$ cat src/rtl/rtc_pkg.sv
// Shared definitions for the RTC timer: register offsets, CTRL/STATUS bit positions
// and the packed control register layout.
package rtc_pkg;

  localparam logic [15:0] PRESCALE_RST_DEF = 16'd49;

  localparam logic [2:0] REG_CTRL   = 3'd0;
  localparam logic [2:0] REG_STATUS = 3'd1;
  localparam logic [2:0] REG_PRE_LO = 3'd2;
  localparam logic [2:0] REG_PRE_HI = 3'd3;
  localparam logic [2:0] REG_CNT0   = 3'd4;
  localparam logic [2:0] REG_CNT1   = 3'd5;
  localparam logic [2:0] REG_CNT2   = 3'd6;
  localparam logic [2:0] REG_CNT3   = 3'd7;

  localparam int CTRL_EN    = 0;
  localparam int CTRL_IRQEN = 1;
  localparam int CTRL_CLR   = 2;
  localparam int STAT_PEND  = 0;

  typedef struct packed {
    logic irq_en;
    logic en;
  } rtc_ctrl_t;

  // CTRL read-back byte: clr and the upper bits always read as zero.
  function automatic logic [7:0] ctrl_to_byte(input rtc_ctrl_t c);
    return {6'b00_0000, c.irq_en, c.en};
  endfunction

endpackage

$ cat src/rtl/rtc_prescaler.sv
// Programmable clock divider: emits a one-cycle tick when the phase counter reaches
// the prescale value, then wraps to zero. Holds while disabled.
module rtc_prescaler (
  input  logic        i_clk,
  input  logic        i_rst,
  input  logic        i_en,
  input  logic        i_load_zero,
  input  logic [15:0] i_prescale,
  output logic        o_tick
);

  logic [15:0] cnt_r;
  logic [15:0] cnt_nxt_s;

  // Next phase; a phase above a freshly lowered prescale value restarts from zero.
  always_comb begin
    cnt_nxt_s = cnt_r;
    if (i_load_zero) begin
      cnt_nxt_s = 16'd0;
    end else if (i_en) begin
      if (cnt_r >= i_prescale) begin
        cnt_nxt_s = 16'd0;
      end else begin
        cnt_nxt_s = cnt_r + 16'd1;
      end
    end else begin
      cnt_nxt_s = cnt_r;
    end
  end

  // Phase counter register.
  always_ff @(posedge i_clk) begin
    if (i_rst) begin
      cnt_r <= 16'd0;
    end else begin
      cnt_r <= cnt_nxt_s;
    end
  end

  assign o_tick = i_en && (cnt_r == i_prescale);

endmodule

$ cat src/rtl/rtc_timer.sv
// Memory-mapped 32-bit real-time counter with programmable prescaler, atomic
// multi-byte read/write of the count, and a level IRQ per tick.
module rtc_timer
  import rtc_pkg::*;
#(
  parameter logic [15:0] PRESCALE_RST = PRESCALE_RST_DEF,
  parameter int          COUNT_W      = 32
) (
  input  logic               i_clk,
  input  logic               i_rst,
  input  logic               i_cs,
  input  logic               i_we,
  input  logic [2:0]         i_addr,
  input  logic [7:0]         i_data,
  output logic [7:0]         o_data,
  output logic               o_irq,
  output logic [COUNT_W-1:0] o_count
);

  rtc_ctrl_t          ctrl_r;
  logic               pend_r;
  logic [15:0]        prescale_r;
  logic [COUNT_W-1:0] count_r;
  logic [23:0]        snap_r;
  logic [23:0]        stage_r;

  logic               wr_s;
  logic               rd_s;
  logic               clr_s;
  logic               commit_s;
  logic               stat_clr_s;
  logic               snap_s;
  logic               tick_s;
  logic [COUNT_W-1:0] count_nxt_s;
  logic               pend_nxt_s;
  logic [7:0]         rd_data_s;

  assign wr_s       = i_cs && i_we;
  assign rd_s       = i_cs && !i_we;
  assign clr_s      = wr_s && (i_addr == REG_CTRL) && i_data[CTRL_CLR];
  assign commit_s   = wr_s && (i_addr == REG_CNT3);
  assign stat_clr_s = wr_s && (i_addr == REG_STATUS) && i_data[STAT_PEND];
  assign snap_s     = rd_s && (i_addr == REG_CNT0);

  rtc_prescaler u_prescaler (
    .i_clk       (i_clk),
    .i_rst       (i_rst),
    .i_en        (ctrl_r.en),
    .i_load_zero (clr_s || commit_s),
    .i_prescale  (prescale_r),
    .o_tick      (tick_s)
  );

  // Counter and pending flag: clear beats commit beats tick; a tick beats a STATUS clear.
  always_comb begin
    count_nxt_s = count_r;
    pend_nxt_s  = pend_r;
    if (clr_s) begin
      count_nxt_s = 32'd0;
    end else if (commit_s) begin
      count_nxt_s = {i_data, stage_r};
    end else if (tick_s) begin
      count_nxt_s = count_r + 32'd1;
    end else begin
      count_nxt_s = count_r;
    end
    if (clr_s) begin
      pend_nxt_s = 1'b0;
    end else if (tick_s) begin
      pend_nxt_s = 1'b1;
    end else if (stat_clr_s) begin
      pend_nxt_s = 1'b0;
    end else begin
      pend_nxt_s = pend_r;
    end
  end

  // Register file, counter, snapshot and staging.
  always_ff @(posedge i_clk) begin
    if (i_rst) begin
      ctrl_r     <= rtc_ctrl_t'(2'b00);
      pend_r     <= 1'b0;
      prescale_r <= PRESCALE_RST;
      count_r    <= 32'd0;
      snap_r     <= 24'd0;
      stage_r    <= 24'd0;
    end else begin
      count_r <= count_nxt_s;
      pend_r  <= pend_nxt_s;
      if (snap_s) begin
        snap_r <= count_r[31:8];
      end
      if (wr_s) begin
        case (i_addr)
          REG_CTRL: begin
            ctrl_r.en     <= i_data[CTRL_EN];
            ctrl_r.irq_en <= i_data[CTRL_IRQEN];
          end
          REG_PRE_LO: prescale_r[7:0]  <= i_data;
          REG_PRE_HI: prescale_r[15:8] <= i_data;
          REG_CNT0:   stage_r[7:0]     <= i_data;
          REG_CNT1:   stage_r[15:8]    <= i_data;
          REG_CNT2:   stage_r[23:16]   <= i_data;
          default: begin
          end
        endcase
      end
    end
  end

  // Read mux; bytes 1..3 of the count come only from the snapshot.
  always_comb begin
    rd_data_s = 8'h00;
    if (rd_s) begin
      case (i_addr)
        REG_CTRL:   rd_data_s = ctrl_to_byte(ctrl_r);
        REG_STATUS: rd_data_s = {7'b000_0000, pend_r};
        REG_PRE_LO: rd_data_s = prescale_r[7:0];
        REG_PRE_HI: rd_data_s = prescale_r[15:8];
        REG_CNT0:   rd_data_s = count_r[7:0];
        REG_CNT1:   rd_data_s = snap_r[7:0];
        REG_CNT2:   rd_data_s = snap_r[15:8];
        REG_CNT3:   rd_data_s = snap_r[23:16];
        default:    rd_data_s = 8'h00;
      endcase
    end else begin
      rd_data_s = 8'h00;
    end
  end

  assign o_data  = rd_data_s;
  assign o_irq   = pend_r && ctrl_r.irq_en;
  assign o_count = count_r;

endmodule

$ cat config.mk
export PLATFORM = sky130hd
export DESIGN_NAME = rtc_timer
export DESIGN_NICKNAME = d
export VERILOG_FILES = /design/src/rtl/rtc_pkg.sv /design/src/rtl/rtc_prescaler.sv /design/src/rtl/rtc_timer.sv
export SDC_FILE = /design/constraint.sdc
export NUM_CORES = 1
export LEC_CHECK = 0
export BUFFER_PORTS_ARGS = -buffer_cell sky130_fd_sc_hd__buf_4
export CORE_ASPECT_RATIO = 1.25
export CORE_MARGIN = 3
export CORE_UTILIZATION = 35
export DETAILED_ROUTE_END_ITERATION = 16
export PLACE_DENSITY_LB_ADDON = 0.15
export SLEW_MARGIN = 20
export SYNTH_ARGS = -nofsm -noshare
export SYNTH_HDL_FRONTEND = slang
export SYNTH_HIERARCHICAL = 1
export SYNTH_SLANG_ARGS = --single-unit
$ cat constraint.sdc
create_clock -name i_clk -period 2.9 [get_ports i_clk]
set_input_delay 0.58 -clock i_clk [delete_from_list [all_inputs] [get_ports i_clk]]
set_output_delay 0.58 -clock i_clk [all_outputs]
set_load 0.02 [all_outputs]
==> out/results.ini, run 1 <==
[yosys]
synth_nets=699
synth_xor_area_share_pct=6.72
yosys.area_share.simple_pct=23.0
synth.top_cell.area_share_pct=39.3
synth_compound_area_share_pct=12.6
synth_area_leaders=dfxtp_1, mux2i_1, nor2_1, nand2_1, xor2_1
postSynthAreaPerCell_um2=8.80
yosysSeqAreaShare_pct=39.3
synth_edf_count=0
synth_top_family_by_area=simple AND/OR/NAND/NOR gates
synth_cells=666
synth_mux_area_share_pct=10.1
async_reset_ff_share_pct=0
yosys.cell_count.top_type=dfxtp_1
synth.ff_latch_count=115
synthAdderAreaFrac_pct=3.84
synth.cell_area_um2=5860
synth_common_cells=dfxtp_1, nor2_1, nand2_1
ys_types=55
ys_warn_count=6
synthFlopType=dfxtp_1
post-synth-top-area-cell=dfxtp_1

[floorplanning]
rows=52
core-area_um2=16300
fp.dieH_um=151
die_w_um=122
die_area_um2=18300
start_util_pct=35.9
io_pins=56

[placed_design]
placed_area_um2=6470
portBuffers=55
place_ws_ns=0.113
gp_congestion=0.835
dp_hpwl_mm=12.3

[worst_setup_path]
path_max_fanout=8
critPathKind=flip-flop to flip-flop
critPathMaxStageDelay_ns=0.35
crit_buf_inv=2
crit_arrival_ns=3.06
cp_top_family=simple AND/OR/NAND/NOR gates
start_kind=flip-flop
crit_path_end_kind=flip-flop
cpMaxStageDelayCell=dfxtp_1
cpMostUsedCell=nor4_4
crit_chain=inv_1 > ha_1 > nand4_2 > nor4_4 > and3_4 > nand3_2 > nor4_4 > buf_6 > nand4_1 > xor2_1 > a211oi_2
cp.required_ns=3.23

[cts]
cts.sinks=115
clkLatencyLatePin_ns=0.42
cts-root-buf=clkbuf_16
clock_path_buffers=2
cts_hold_buf=0
h-tree-depth=4
clk_pin_slew_ns=0.05
cts_tree=built
numCtsBuffers=17

[route]
totalWireLength_mm=17.3
vias=4930
wl_per_cell_um=18.3
drcViolationCount=0
via_per_inst=5.21
first_iter_violations=230
first_pass_iters=5
ant_nets=0

[sta]
finalCriticalPeriod_ns=2.72
fin_ws_ns=0.179
worst_slew_margin_rel_pct=54.9
timing.fmax_mhz=367
worstMarginPinSlew_ns=0.677
hold_violations=0
min_period_over_period_pct=93.8
finClkSkew_ns=0.0122
finalSetupViolations=0
maxSlewViolCount=0

[power]
power_density_nw_per_um2=555
p_leak_nw=2.68
vdd_drop_max_mv=0.372

[cells_and_area]
drive_gt1_share_pct=19.6
nets=750
diodes=0
syn2layout_area_growth_pct=20.9
regArea_um2=2300
fillers=1643
final_core_util_pct=43.4
multi_input_area_um2=3310
final_cell_area_um2=7090

[status]
status=complete, no violations

[job]
max_cap_violations=0

[hold_path]
hp-class=flip-flop to flip-flop

[global_routing]
grt_max_degree=62
antenna_found_initial=0
first_global_vias=4902
grt_pass1_wl_mm=27.2
grt_overflow_total=0
grt_usage_pct=19.6

## cell usage in the layout, fill, tap and decap left out, types with 4 or more instances in the layout
master      synthesis  layout
a211oi_1           23      23
nor2_2              4       5
dfxtp_1           115     115
mux2_2              8       8
nor3_1              6       6
nand2_1            79      79
buf_4               5      66
nand3_1            17      17
xor2_1             33      33
a211oi_2            9       9
inv_1              23      23
nand2b_1            4       4
and3_1              7       7
xnor2_1            12      12
nor2b_1             5       5
and4_1              7       7
nor2_1            103     102
o21ai_0             9       9
clkbuf_16           0      17
clkinvlp_4          0       5
clkinv_4            0       4
ha_1               18      18
a21oi_1            41      41
nand4_1            14      14
mux2i_1            43      43
## report_power, final
group	internal [mW]	switching (mW)
clock	1.29	0.793
sequential	1.60	0.0251
combinational	0.0784	0.147
total	2.97	0.965
## worst paths after layout
kind,slack (ns),endpoint,start,cells past startpoint
worst max-delay path,0.18,o_count[20],prescale_r[15],11
worst max register to register,0.18,o_count[20],prescale_r[15],11
worst min-delay path,0.45,snap_r[19],snap_r[19],2
worst min register to register,0.45,snap_r[19],snap_r[19],2
## per-stage QoR
stage	total power [mW]	setup TNS [ns]	instances	hold slack (ns)
detailed placement	1.88	0	913	0.447
CTS	3.97	0	945	0.455
finish	3.94	0	946	0.451
global route	4.06	-0.0179	946	0.470
global placement	1.88	0	913	0.443
floorplan	1.79	0	666	0.432
## state kept, by name, indices dropped and copies added, names as in the netlist
signal and flops:
snap_r 24, o_count 32, pend_r 1, ctrl_r 2
prescale_r 16, stage_r 24, u_prescaler/cnt_r 16
## worst reg2reg max path: stages, from the launching register on
cell and delay [ns]:
dfxtp_1 0.35, inv_1 0.06, ha_1 0.33, nand4_2 0.17, nor4_4 0.34, and3_4 0.28, nand3_2 0.11, nor4_4 0.33
buf_6 0.18, nand4_1 0.12, xor2_1 0.17, a211oi_2 0.21
## cell type report
cell class,count,area share [%]
sequential,115,32.5
clock inverter,14,2.19
inverter,23,1.22
timing repair buffer,68,7.43
tap,216,3.81
multi-input combinational,492,46.7
clock buffer,18,6.20
## cell families after synthesis
logic type                 after synthesis
adders and majority gates               18
buffers and inverters                   59
muxes                                   54
DFF                                    115
and+or+nand+nor                        271
xor gates and xnor gates                45
AOI/OAI and AO/OA                      104
## layer usage
| metal | share of wire [%] | wire (um) | track usage [%] | vias up |
|---|---|---|---|---|
| met5 | 0 | 0 | 0 | - |
| li1 | - | - | - | 2428 |
| met4 | 1.5 | 261 | 5.89 | 0 |
| met2 | 51 | 8880 | 34.5 | 109 |
| met1 | 43 | 7480 | 23.7 | 2375 |
| met3 | 3.8 | 657 | 4.55 | 18 |
## timing repair
action | CTS | global route
setup endpoints to repair | 0 | 15
resized for setup | 0 | 3
buffers inserted | 0 | 1
Power figures use the tool's default switching activity.
==> run 2, diff against run 1 <==
CORE_MARGIN = default   (was 3)
CTS_BUF_LIST = sky130_fd_sc_hd__clkbuf_4 sky130_fd_sc_hd__clkbuf_8   (was default)
==> run 2 against run 1 <==
Effect of this change:
- combinational power barely moved
- routed wire length is 1.7% lower
- non-clock buffer count unchanged
==> out/results.ini, run 2 (synthesized netlist as in run 1, its figures left out) <==
[power]
internal_power_mw=2.34  ; was 2.97 mW
p_comb_share_pct=7.1  ; was 5.7%
swShare_pct=26.2  ; was 24.5%
p_sw_mw=0.830  ; was 0.965 mW
power_density_nw_per_um2=464  ; was 555 nW/um2
clockPowerShare_pct=41.7  ; was 53.0%
p_leak_nw=2.57  ; was 2.68 nW
vdd_drop_max_mv=0.252  ; was 0.372 mV
sequentialPowerShare_pct=51.2  ; was 41.3%

[worst_setup_path]
crit_path_end_kind=flip-flop  ; unchanged
path_max_fanout=8  ; unchanged
r2r_cells=11  ; unchanged
crit_arrival_ns=3.10  ; was 3.06 ns
start_kind=flip-flop  ; unchanged
cp.required_ns=3.26  ; was 3.23 ns
critPathKind=flip-flop to flip-flop  ; unchanged

[floorplanning]
io_pins=56  ; unchanged
rows=52  ; unchanged
start_util_pct=36.0  ; was 35.9%
fp.dieH_um=147  ; was 151 um
die_area_um2=17300  ; was 18300 um2
core-area_um2=16300  ; about the same
die_w_um=118  ; was 122 um

[sta]
hold_violations=0  ; unchanged
timing.fmax_mhz=365  ; was 367 MHz
min_period_over_period_pct=94.5  ; was 93.8%
worst_slew_margin_rel_pct=52.4  ; was 54.9%
finalSetupViolations=0  ; unchanged
fin_setup_tns_ns=0  ; unchanged
finClkSkew_ns=0.0124  ; was 0.0122 ns
worstMarginPinSlew_ns=0.713  ; was 0.677 ns
maxSlewViolCount=0  ; unchanged
grt_setup_unrepaired=false
finalCriticalPeriod_ns=2.74  ; was 2.72 ns

[placed_design]
dp_hpwl_mm=12.1  ; was 12.3 mm
portBuffers=55  ; unchanged
placed_area_um2=6470  ; unchanged
placedCellCount=913  ; unchanged
gp_congestion=0.830  ; was 0.835

[cts]
cts_hold_buf=0  ; unchanged
numCtsBuffers=17  ; unchanged
cts_tree=built  ; unchanged
h-tree-depth=4  ; unchanged
clk_pin_slew_ns=0.07  ; was 0.05 ns
cts-root-buf=clkbuf_8  ; was clkbuf_16
clkLatencyLatePin_ns=0.44  ; was 0.42 ns
cts.sinks=115  ; unchanged
clock_path_buffers=2  ; unchanged

[cells_and_area]
largest_reg_flops=32  ; unchanged
drive_gt1_share_pct=19.4  ; was 19.6%
final_cell_mix=dfxtp_1, nor2_1, nand2_1, buf_4, mux2i_1  ; unchanged
stdcell_count=944  ; was 946
fillers=1692  ; was 1643
layout_commonest_cell=dfxtp_1  ; unchanged
diodes=0  ; unchanged
final_cell_area_um2=6830  ; was 7090 um2
syn2layout_area_growth_pct=16.6  ; was 20.9%
nets=750  ; unchanged

[hold_path]
whs_path_depth=2  ; unchanged
hp-class=flip-flop to flip-flop  ; unchanged

[route]
first_iter_violations=245  ; was 230
drcViolationCount=0  ; unchanged
via_per_inst=5.20  ; was 5.21
vias=4906  ; was 4930
totalWireLength_mm=17.0  ; was 17.3 mm
ant_nets=0  ; unchanged
first_pass_iters=5  ; unchanged
wl_per_cell_um=18.0  ; was 18.3 um

[global_routing]
antenna_found_initial=0  ; unchanged
grt_max_degree=62  ; unchanged
first_global_vias=4809  ; was 4902
grt_pass1_wl_mm=26.7  ; was 27.2 mm
grt_usage_pct=20.2  ; was 19.6%
grt_overflow_total=0  ; unchanged

[status]
status=complete, no violations  ; unchanged

[job]
max_cap_violations=0  ; unchanged

[run 2: worst max-delay path, stage by stage, from the launching register on]
cell and delay (ns):
dfxtp_1 0.35, inv_1 0.05, ha_1 0.33, nand4_2 0.17, nor4_4 0.34, and3_4 0.27
nand3_2 0.10, nor4_4 0.33, buf_4 0.22, nand4_1 0.13, xor2_1 0.18, a211oi_2 0.20
[run 2: stage by stage]
| stage | power [mW] | util (%) | hold slack [ns] | setup WS (ns) |
|---|---|---|---|---|
| CTS | 3.20 | 41.9 | 0.448 | 0.0878 |
| detailed placement | 1.88 | 39.8 | 0.444 | 0.114 |
| global placement | 1.88 | 39.8 | 0.441 | 0.149 |
| floorplan | 1.79 | - | 0.432 | 0.272 |
| global route | 3.29 | 42.0 | 0.456 | 0.0141 |
| finish | 3.17 | 42.0 | 0.453 | 0.160 |
[run 2: power by group through the flow]
| stage | sequential, mW | combinational (mW) | clock, mW |
|---|---|---|---|
| 2_1_floorplan | 1.66 | 0.130 | 0 |
| 3_3_place_gp | 1.66 | 0.224 | 0 |
| 3_5_place_dp | 1.66 | 0.226 | 0 |
| 4_1_cts | 1.62 | 0.227 | 1.35 |
| 5_1_grt | 1.62 | 0.240 | 1.43 |
| 6_report | 1.62 | 0.225 | 1.32 |
[run 2: repair_timing]
item                                    in CTS  in global routing
endpoints found under the setup margin       0                 18
gates resized for setup                      0                  2
setup buffers                                0                  1
endpoints found under the hold margin        0                  0
[run 2: final cells by class]
class	instances	area, um2	area share [%]
Clock buffer	22	290	4.25
Multi-Input combinational cell	492	3310	48.4
Tap cell	216	270	3.95
Clock inverter	8	56.3	0.824
Inverter	23	86.3	1.26
Timing Repair Buffer	68	523	7.65
Sequential cell	115	2300	33.7
[run 2: worst paths after layout]
check | start | slack (ns) | to
worst min-delay path | snap_r[10] | 0.45 | snap_r[10]
worst max register to register | prescale_r[15] | 0.16 | o_count[26]
worst max-delay path | prescale_r[15] | 0.16 | o_count[26]
worst min register to register | snap_r[10] | 0.45 | snap_r[10]
[run 2: routing by layer]
metal / GRT usage, % / share of wire, % / vias to the layer above
li1: - / - / 2416
met1: 24.1 / 45 / 2374
met2: 35.3 / 50 / 98
met3: 4.31 / 3.2 / 18
met4: 7.56 / 1.9 / 0
met5: 0 / 0 / -
